===== src/rtl/mac_window_if.sv =====
// Tap-input and result-output handshake bundle for mac_window.
// The slave modport is the MAC engine; the master modport is the producer/consumer side.
interface mac_window_if #(
  parameter int PIX_W  = 8,
  parameter int COEF_W = 8,
  parameter int OUT_W  = 8
);
  logic                     mode;
  logic                     in_valid;
  logic                     in_ready;
  logic        [PIX_W-1:0]  value_a;
  logic signed [COEF_W-1:0] value_b;
  logic                     out_valid;
  logic                     out_ready;
  logic        [OUT_W-1:0]  result;
  logic                     overflow;

  modport master (
    output mode, in_valid, value_a, value_b, out_ready,
    input  in_ready, out_valid, result, overflow
  );

  modport slave (
    input  mode, in_valid, value_a, value_b, out_ready,
    output in_ready, out_valid, result, overflow
  );
endinterface


===== src/rtl/mac_window.sv =====
// Windowed multiply-accumulate: TAPS (pixel x coefficient) products per window at full
// precision, then clamp or abs-clamp to OUT_W bits behind a one-entry valid/ready stage.
module mac_window #(
  parameter  int PIX_W  = 8,
  parameter  int COEF_W = 8,
  parameter  int TAPS   = 9,
  parameter  int OUT_W  = 8,
  localparam int ACC_W  = PIX_W + COEF_W + $clog2(TAPS) + 1
) (
  input  logic       clock,
  input  logic       reset,
  input  logic       clear,
  mac_window_if.slave bus
);

  localparam int                      CNT_W   = $clog2(TAPS);
  localparam logic [CNT_W-1:0]        LAST    = CNT_W'(TAPS - 1);
  localparam logic signed [ACC_W-1:0] MAX_OUT = {{(ACC_W-OUT_W){1'b0}}, {OUT_W{1'b1}}};

  // Returns {overflow, value}; abs_mode folds negative sums before the upper clamp.
  function automatic logic [OUT_W:0] sat_out(input logic signed [ACC_W-1:0] s,
                                             input logic                    abs_mode);
    logic signed [ACC_W-1:0] v;
    v = (abs_mode && s[ACC_W-1]) ? -s : s;
    if (v[ACC_W-1])   return {1'b1, {OUT_W{1'b0}}};
    if (v > MAX_OUT)  return {1'b1, {OUT_W{1'b1}}};
    return {1'b0, v[OUT_W-1:0]};
  endfunction

  logic [CNT_W-1:0]        r_cnt_p0;
  logic signed [ACC_W-1:0] r_acc_p0;
  logic                    r_mode_p0;
  logic                    r_vld_p1;
  logic [OUT_W-1:0]        r_result_p1;
  logic                    r_ovf_p1;

  logic signed [ACC_W-1:0] w_a_ext;
  logic signed [ACC_W-1:0] w_b_ext;
  logic signed [ACC_W-1:0] w_prod;
  logic signed [ACC_W-1:0] w_sum;
  logic [OUT_W:0]          w_sat;
  logic                    w_last;
  logic                    w_in_ready;
  logic                    w_accept;

  assign w_a_ext = {{(ACC_W-PIX_W){1'b0}}, bus.value_a};
  assign w_b_ext = {{(ACC_W-COEF_W){bus.value_b[COEF_W-1]}}, bus.value_b};
  assign w_prod  = w_a_ext * w_b_ext;
  assign w_sum   = r_acc_p0 + w_prod;
  assign w_sat   = sat_out(w_sum, r_mode_p0);

  // Only the closing tap has to wait for the output slot to free up.
  assign w_last     = (r_cnt_p0 == LAST);
  assign w_in_ready = !reset && !clear && !(w_last && r_vld_p1 && !bus.out_ready);
  assign w_accept   = bus.in_valid && w_in_ready;

  assign bus.in_ready  = w_in_ready;
  assign bus.out_valid = r_vld_p1;
  assign bus.result    = r_result_p1;
  assign bus.overflow  = r_ovf_p1;

  // Stage p0: tap counter and accumulator
  always_ff @(posedge clock) begin
    if (reset) begin
      r_cnt_p0  <= '0;
      r_acc_p0  <= '0;
      r_mode_p0 <= 1'b0;
    end else if (clear) begin
      r_cnt_p0 <= '0;
      r_acc_p0 <= '0;
    end else if (w_accept) begin
      if (r_cnt_p0 == '0) begin
        r_acc_p0  <= w_prod;
        r_mode_p0 <= bus.mode;
        r_cnt_p0  <= CNT_W'(1);
      end else if (w_last) begin
        r_cnt_p0 <= '0;
      end else begin
        r_acc_p0 <= w_sum;
        r_cnt_p0 <= r_cnt_p0 + CNT_W'(1);
      end
    end
  end

  // Stage p1: one-entry result holding register; a new result outranks the handshake
  always_ff @(posedge clock) begin
    if (reset) begin
      r_vld_p1    <= 1'b0;
      r_result_p1 <= '0;
      r_ovf_p1    <= 1'b0;
    end else if (w_accept && w_last) begin
      r_vld_p1    <= 1'b1;
      r_result_p1 <= w_sat[OUT_W-1:0];
      r_ovf_p1    <= w_sat[OUT_W];
    end else if (r_vld_p1 && bus.out_ready) begin
      r_vld_p1 <= 1'b0;
    end
  end

endmodule


===== src/flat_wrapper.sv =====
// flat-port wrapper written by rule: the top's interface ports become plain ports
module mac_window_flat 
#(
  parameter  int PIX_W  = 8,
  parameter  int COEF_W = 8,
  parameter  int TAPS   = 9,
  parameter  int OUT_W  = 8,
  localparam int ACC_W  = PIX_W + COEF_W + $clog2(TAPS) + 1
)
  (clock, reset, clear, bus_mode, bus_in_valid, bus_value_a, bus_value_b, bus_out_ready, bus_in_ready, bus_out_valid, bus_result, bus_overflow);
  mac_window_if #(.PIX_W(PIX_W), .COEF_W(COEF_W), .OUT_W(OUT_W)) bus_i ();
  input  logic clock;
  input  logic reset;
  input  logic clear;
  input wire logic [$bits(bus_i.mode)-1:0] bus_mode;
  input wire logic [$bits(bus_i.in_valid)-1:0] bus_in_valid;
  input wire logic [$bits(bus_i.value_a)-1:0] bus_value_a;
  input wire logic [$bits(bus_i.value_b)-1:0] bus_value_b;
  input wire logic [$bits(bus_i.out_ready)-1:0] bus_out_ready;
  output wire logic [$bits(bus_i.in_ready)-1:0] bus_in_ready;
  output wire logic [$bits(bus_i.out_valid)-1:0] bus_out_valid;
  output wire logic [$bits(bus_i.result)-1:0] bus_result;
  output wire logic [$bits(bus_i.overflow)-1:0] bus_overflow;
  assign bus_i.mode = bus_mode;
  assign bus_i.in_valid = bus_in_valid;
  assign bus_i.value_a = bus_value_a;
  assign bus_i.value_b = bus_value_b;
  assign bus_i.out_ready = bus_out_ready;
  assign bus_in_ready = bus_i.in_ready;
  assign bus_out_valid = bus_i.out_valid;
  assign bus_result = bus_i.result;
  assign bus_overflow = bus_i.overflow;
  mac_window #(.PIX_W(PIX_W), .COEF_W(COEF_W), .TAPS(TAPS), .OUT_W(OUT_W)) u_core (.clock(clock), .reset(reset), .clear(clear), .bus(bus_i));
endmodule

===== config.mk =====
export PLATFORM = sky130hd
export DESIGN_NAME = mac_window_flat
export DESIGN_NICKNAME = d
export VERILOG_FILES = /design/src/rtl/mac_window_if.sv /design/src/rtl/mac_window.sv /design/src/flat_wrapper.sv
export SDC_FILE = /design/constraint.sdc
export NUM_CORES = 1
export LEC_CHECK = 0
export ABC_CLOCK_PERIOD_IN_PS = 10500
export CORE_AREA = 2 2 116 95
export CTS_BUF_LIST = sky130_fd_sc_hd__clkbuf_8
export DETAILED_ROUTE_END_ITERATION = 12
export DIE_AREA = 0 0 118 97
export PLACE_DENSITY = 0.83
export SLEW_MARGIN = 0
export SYNTH_ARGS = -nofsm -noshare
export SYNTH_HDL_FRONTEND = slang
export SYNTH_SLANG_ARGS = --single-unit

===== constraint.sdc =====
create_clock -name clock -period 10.5 [get_ports clock]
set_clock_uncertainty 0.05 [all_clocks]
set_input_delay 1.05 -clock clock [delete_from_list [all_inputs] [get_ports clock]]
set_output_delay 1.05 -clock clock [all_outputs]
set_load 0.02 [all_outputs]

Word level (Yosys, flattened, before mapping)
Index checks and enable logic that the tools add are counted.
{ "totals": {"regBits": 36, "input_bits": 22, "output_inout_bits": 11, "wordCells": 45} }
{ "classes": {"addsub": 3, "n_mul": 1, "order_cmp": 1, "eq_ne": 2, "n_mux": 14, "bitwise": 1, "reduce_logical": 17} }
{ "op_table": {"columns": ["operator", "n"], "rows": [
  ["$mux 21", 3],
  ["$mux 9", 4],
  ["$add 21x21->21", 1],
  ["$gt 21x9->1 const B", 1],
  ["$neg 21->21", 1],
  ["$mul 9x8->17", 1],
  ["$logic_and 1x1->1", 8],
  ["$mux 4", 2],
  ["$mux 1", 5],
  ["$add 4x1->4 const B", 1],
  ["$eq 4x4->1 const B", 1],
  ["$logic_not 1->1", 4],
  ["$logic_not 4->1", 1],
  ["$reduce_and 3->1", 1],
  ["$ne 2x2->1 const B", 1],
  ["$reduce_and 2->1", 1],
  ["$reduce_bool 2->1", 1],
  ["$reduce_or 2->1", 1],
  ["$not 1->1", 1]
]} }

Depth between registers and ports, before layout
{ "depth": {"ltp_word": 9, "depth_mapped": 33, "mapped_depth_nobuf": 31} }

Worst setup path after synthesis
Ideal clock, no wire load.
{ "synth_timing": {"path_type": "input to register", "startpoint": "in bus_value_a[0]", "endpoint": "reg u_core.r_result_p1[1], in the netlist u_core.bus.result[1]", "t_arrival_ns": 7.694, "required_ns": 10.331, "path_slack_ns": 2.637, "path_stages": 30, "path_buffers": 1, "cell_sequence": "nand2b_1 > fa_1 > fa_1 > inv_1 > fa_1 > inv_1 > fa_1 > inv_1 > ha_1 > inv_1 > o21bai_1 > a21oi_1 > nor2b_1 > o21a_1 > o31a_1 > o41ai_1 > xnor2_1 > ha_1 > a21oi_1 > o21ai_0 > or3_1 > nor3_2 > nor3_4 > mux2i_1 > buf_2 > o21ai_1 > o41a_1 > a31oi_2 > nand4_4 > o221a_1"} }
{ "synth_via": {"elab_chain_cells": 9, "word_cells_on_any_way": 12} }
{ "synth_rtl": {"columns": ["element", "line_no", "source"], "rows": [
  ["from (decl)", "flat_wrapper.sv:17", "input wire logic [$bits(bus_i.value_a)-1:0] bus_value_a;"],
  ["$mul 9x8->17 *", "mac_window.sv:48", "assign w_prod = w_a_ext * w_b_ext;"],
  ["$add 21x21->21 *", "mac_window.sv:49", "assign w_sum = r_acc_p0 + w_prod;"],
  ["$neg 21->21 or $logic_and 1x1->1 (tied branches)", "mac_window.sv:24", "v = (abs_mode && s[ACC_W-1]) ? -s : s;"],
  ["$mux 21 *", "mac_window.sv:24", null],
  ["$gt 21x9->1", "mac_window.sv:26", "if (v > MAX_OUT) return {1'b1, {OUT_W{1'b1}}};"],
  ["$mux 1 (2 in a row)", "mac_window.sv:26", null],
  ["$mux 9", "mac_window.sv:27", "return {1'b0, v[OUT_W-1:0]};"],
  ["$mux 9 *", "mac_window.sv:26", null],
  ["to (signal assigned)", "mac_window.sv:93", "r_result_p1 <= w_sat[OUT_W-1:0];"],
  ["to (decl)", "mac_window.sv:34", "logic [OUT_W-1:0] r_result_p1;"]
]} }
Mark *: on every way between the ends. The rest lies on a longest branch, timed or not. The select of a mux whose other input is x is not followed.
A chain may end at the register's enable or synchronous reset.

Worst setup path after layout
{ "layout_timing": {"startpoint": "in bus_value_a[0]", "endpoint": "reg u_core.r_result_p1[2], in the netlist u_core.bus.result[2]"} }
The elaborated chain is that of the path after synthesis.

==> impl_summary.md <==
Synthesis
After synthesis the cells add up to 5640 µm². Summing the sequential cell areas from Yosys gives 12.8% of the chip area. The number of warnings issued by yosys is 0.

For this run, asynchronously set or reset flops after synthesis account for 0%. The average footprint of a synthesized cell is between 8 and 9 µm². Synthesis handed over a netlist of 696 instances. Synthesis instantiated 77 different standard cells from the library. The cell type with the largest total area after synthesis is sky130_fd_sc_hd__ha_1.

Synthesis inferred 36 register bits. Of the post-synthesis cell area, the dominant cell type holds ~15%. The synthesized netlist net count is 824. In this run, synthesis inferred 0 flip-flops with an integrated enable. By area the synthesized netlist is led by sky130_fd_sc_hd__ha_1 15%, sky130_fd_sc_hd__fa_1 13%, sky130_fd_sc_hd__dfxtp_1 13%.

Among all flip-flop cells after synthesis, the most frequent one is sky130_fd_sc_hd__dfxtp_1.

Setup path
The sort of element at the start of the critical path is a primary input. STA classifies the critical path endpoint as a flip-flop. The worst setup path is of the in -> reg kind. For the worst flop-to-flop path, the logic depth is 14.

For the worst setup path, the data arrival time is 9.35 ns. On the worst path, the slowest cell contributes a delay of 0.98 ns. The end of the worst register-to-register path is u_core.bus.result[2]. The start of the worst register-to-register path is u_core.r_acc_p0[0].

The largest individual stage delay along the critical path comes from the cell sky130_fd_sc_hd__mux2i_1. The minimum setup slack among reg-to-reg paths is 6.02 ns. Data on the critical path is required at its endpoint by ~11 ns.

Along the worst path, the maximum fanout reaches 15.

Die
The die is a little under 100 µm tall. The I/O pin count is 33. In this run the core area contains 33 standard-cell rows. The horizontal die dimension is 118 µm. The initial core utilization is a little under three fifths. The die covers ~11000 µm². The core area is approximately 10000 µm².

Layout
After filler insertion, the fill cell instance count of the layout stands at 878. In the final layout, the multi-input gates occupy 4550 µm². The final layout contains 845 nets. The area growth from synthesis to layout is 9.63%. The post-layout utilization of the core is between 60% and 70%.

The fraction of layout instances using a drive strength above 1 is 5.85%. The register area is 721 µm². With fillers left out, the area of the finished cells amounts to 6180 µm². The antenna diode count is 0.

CTS
The largest buffer count on any clock path is 2. The clock-pin slew on the worst setup and hold paths is 0.08 ns. The H-tree depth is 2. The count of cells resized by post-cts repair is 0. The insertion delay of the later-clocked pin in the worst-skew pair is 0.31 ns. The number of buffers inserted for hold repair after clock tree synthesis is 0. The tree is rooted in a sky130_fd_sc_hd__clkbuf_8. The number of buffers added by the clock tree synthesis step is 5.

Post-CTS timing repair inserted 0 buffers for setup. The number of clock sinks seen by CTS is 36. TritonCTS built the clock tree.

STA
The minimum clock period after layout is 9.20 ns. The final critical-path share of the clock period is 87.6%. The relative slew slack is between 20% and 30%. The transition at the pin with the smallest max-transition slack is 1.16 ns.

The setup TNS is 0 ns. Setup repair after global routing left no endpoint under its margin. The count of endpoints failing hold in the final timing report is 0. Setup violations remaining at the end of the flow were counted as 0.

Static timing analysis puts the maximum clock frequency at 109 MHz. The total count of max-transition violations in the final report is 0.

Route
The remaining design rule violation count is 0. The ratio of routed vias to standard cells is 5.91. The wire length per cell is 15.3 µm. The detail route stage leaves a number of antenna-violating nets equal to 0. In this run, the number of DRC markers left after iteration 0 of detailed routing was 329. The number of detailed-route iterations in the first pass is 5. Wires add up to 13100 µm. For this block, the via count after detailed routing is around 5.1k.

GRT
The total overflow reported by the global router is 0. The initial antenna violation count is 0. The wire length of the first global-routing pass is 22700 µm. The total global routing track utilization is 23.4%.

Entering global routing, the biggest net connects 38 pins. The via count of the first global-routing pass is 4905.

Power and ir drop
Summing internal, switching and leakage power gives 1330 µW. The worst vdd rail ir drop is 121 µV. Dividing total power by cell area gives a power density of between 200 and 250 nW/µm². The leakage power summed over all cells is 0.00270 µW.

Placed design
The HPWL after detailed placement is 10600 µm. Summing all placed instances gives a cell area of 6060 µm². The final RePlAce weighted congestion is a little under 0.9. The count of input and output buffers is 32.

Hold path
The cell depth of the worst hold path is 1. The worst hold path begins at u_core.bus.result[0]. The min-delay analysis places its worst path in the category reg -> reg. For hold timing, the worst endpoint is u_core.bus.result[0].

Outcome
The run finished with clean final reports.

Job
The count of maximum capacitance violations is 0.
-- flip-flops by register name, summed over array words and instances (netlist names) --
register,flops
u_core.bus.out_valid,1
u_core.bus.overflow,1
u_core.bus.result,8
u_core.r_acc_p0,21
u_core.r_cnt_p0,4
u_core.r_mode_p0,1
-- cells in the mapped netlist, types with 8 or more instances --
cell type                  number
sky130_fd_sc_hd__nand3_1       16
sky130_fd_sc_hd__nand2_1       65
sky130_fd_sc_hd__clkbuf_1      11
sky130_fd_sc_hd__xor2_1        13
sky130_fd_sc_hd__a211oi_1      10
sky130_fd_sc_hd__fa_1          38
sky130_fd_sc_hd__and2_1        50
sky130_fd_sc_hd__a21oi_1       47
sky130_fd_sc_hd__a311oi_1       8
sky130_fd_sc_hd__xnor2_1       27
sky130_fd_sc_hd__nor2_1        54
sky130_fd_sc_hd__dfxtp_1       36
sky130_fd_sc_hd__nor3_1        10
sky130_fd_sc_hd__ha_1          68
sky130_fd_sc_hd__inv_1         72
sky130_fd_sc_hd__nand2b_1      10
sky130_fd_sc_hd__o21ai_0       25
-- per-stage QoR --
stage | hold WS (ns) | instances | worst slack (ns)
after floorplan | 0.416 | 696 | 2.64
after global placement | 0.432 | 850 | 1.37
after detailed placement | 0.432 | 850 | 1.07
after CTS | 0.451 | 858 | 1.36
after global routing | 0.476 | 858 | 0.770
final | 0.447 | 858 | 1.30
-- cells in the final DEF (no fill, tap or decap), drive strengths merged, types with 5 or more instances in the layout --
| cell type | n |
|---|---|
| xor2 | 13 |
| a21o | 8 |
| a21oi | 48 |
| o211ai | 7 |
| inv | 72 |
| and2 | 53 |
| nor3 | 14 |
| nand2 | 65 |
| fa | 38 |
| xnor2 | 27 |
| nand2b | 10 |
| clkbuf | 7 |
| clkdlybuf4s50 | 32 |
| ha | 68 |
| o221a | 8 |
| nor2b | 6 |
| o21ai | 29 |
| or3 | 7 |
| nor2 | 54 |
| o21a | 7 |
| dfxtp | 36 |
| a211oi | 12 |
| a311oi | 8 |
| nand3 | 16 |
| a21boi | 5 |
| a31oi | 7 |
-- layout make-up --
class | count | share of cell area, %
clock buffers | 7 | 1.56
clock inverters | 1 | 0.486
inverters | 72 | 4.37
multi-input cells | 568 | 73.7
flip-flops and latches | 36 | 11.7
well taps | 140 | 2.83
repair buffers | 34 | 5.42
-- critical path, delay by kind of cell --
family	cells	cell delay (ns)
adder cells (fa/ha/maj)	6	2.83
AO/OA/AOI/OAI	9	2.06
AND/OR/NAND/NOR	7	1.29
multiplexers	1	0.98
buffers and inverters	5	0.76
XOR/XNOR	2	0.37
-- power by group --
group,leakage (µW),internal [µW],switching [µW]
Combinational,0.00235,401,643
Sequential,0.000291,139,1.79
Clock,0.0000645,83.9,57.7
-- routing by layer --
layer	global-route usage [%]	routed length [µm]
met3	3.77	686
met2	39.1	6280
met5	0	0
met4	4.73	130
met1	31.9	6020
-- worst max path at each step --
| stage | from | to | slack, ns | cells past startpoint |
|---|---|---|---|---|
| 2_1_floorplan | bus_value_a[0] | u_core.bus.result[1] | 2.64 | 30 |
| 3_3_place_gp | bus_value_a[0] | u_core.bus.result[4] | 1.37 | 30 |
| 3_5_place_dp | bus_value_a[0] | u_core.bus.result[2] | 1.07 | 30 |
| 4_1_cts | bus_value_a[0] | u_core.bus.result[2] | 1.36 | 30 |
| 5_1_grt | bus_value_a[0] | u_core.bus.result[2] | 0.77 | 30 |
| 6_report | bus_value_a[0] | u_core.bus.result[2] | 1.30 | 30 |
-- cells by family (layout without fill, tap and decap cells) --
kind of cell / count (synthesis) / count (layout) / synth area share (%)
xor+xnor: 40 / 40 / 6.21
mux: 6 / 6 / 1.11
compound gates: 172 / 172 / 22.0
simple gates: 244 / 244 / 22.9
flops: 36 / 36 / 12.8
buf+inv: 92 / 114 / 6.50
fa+ha+maj: 106 / 106 / 28.6
No activity file was read; power rests on OpenSTA's default activity.
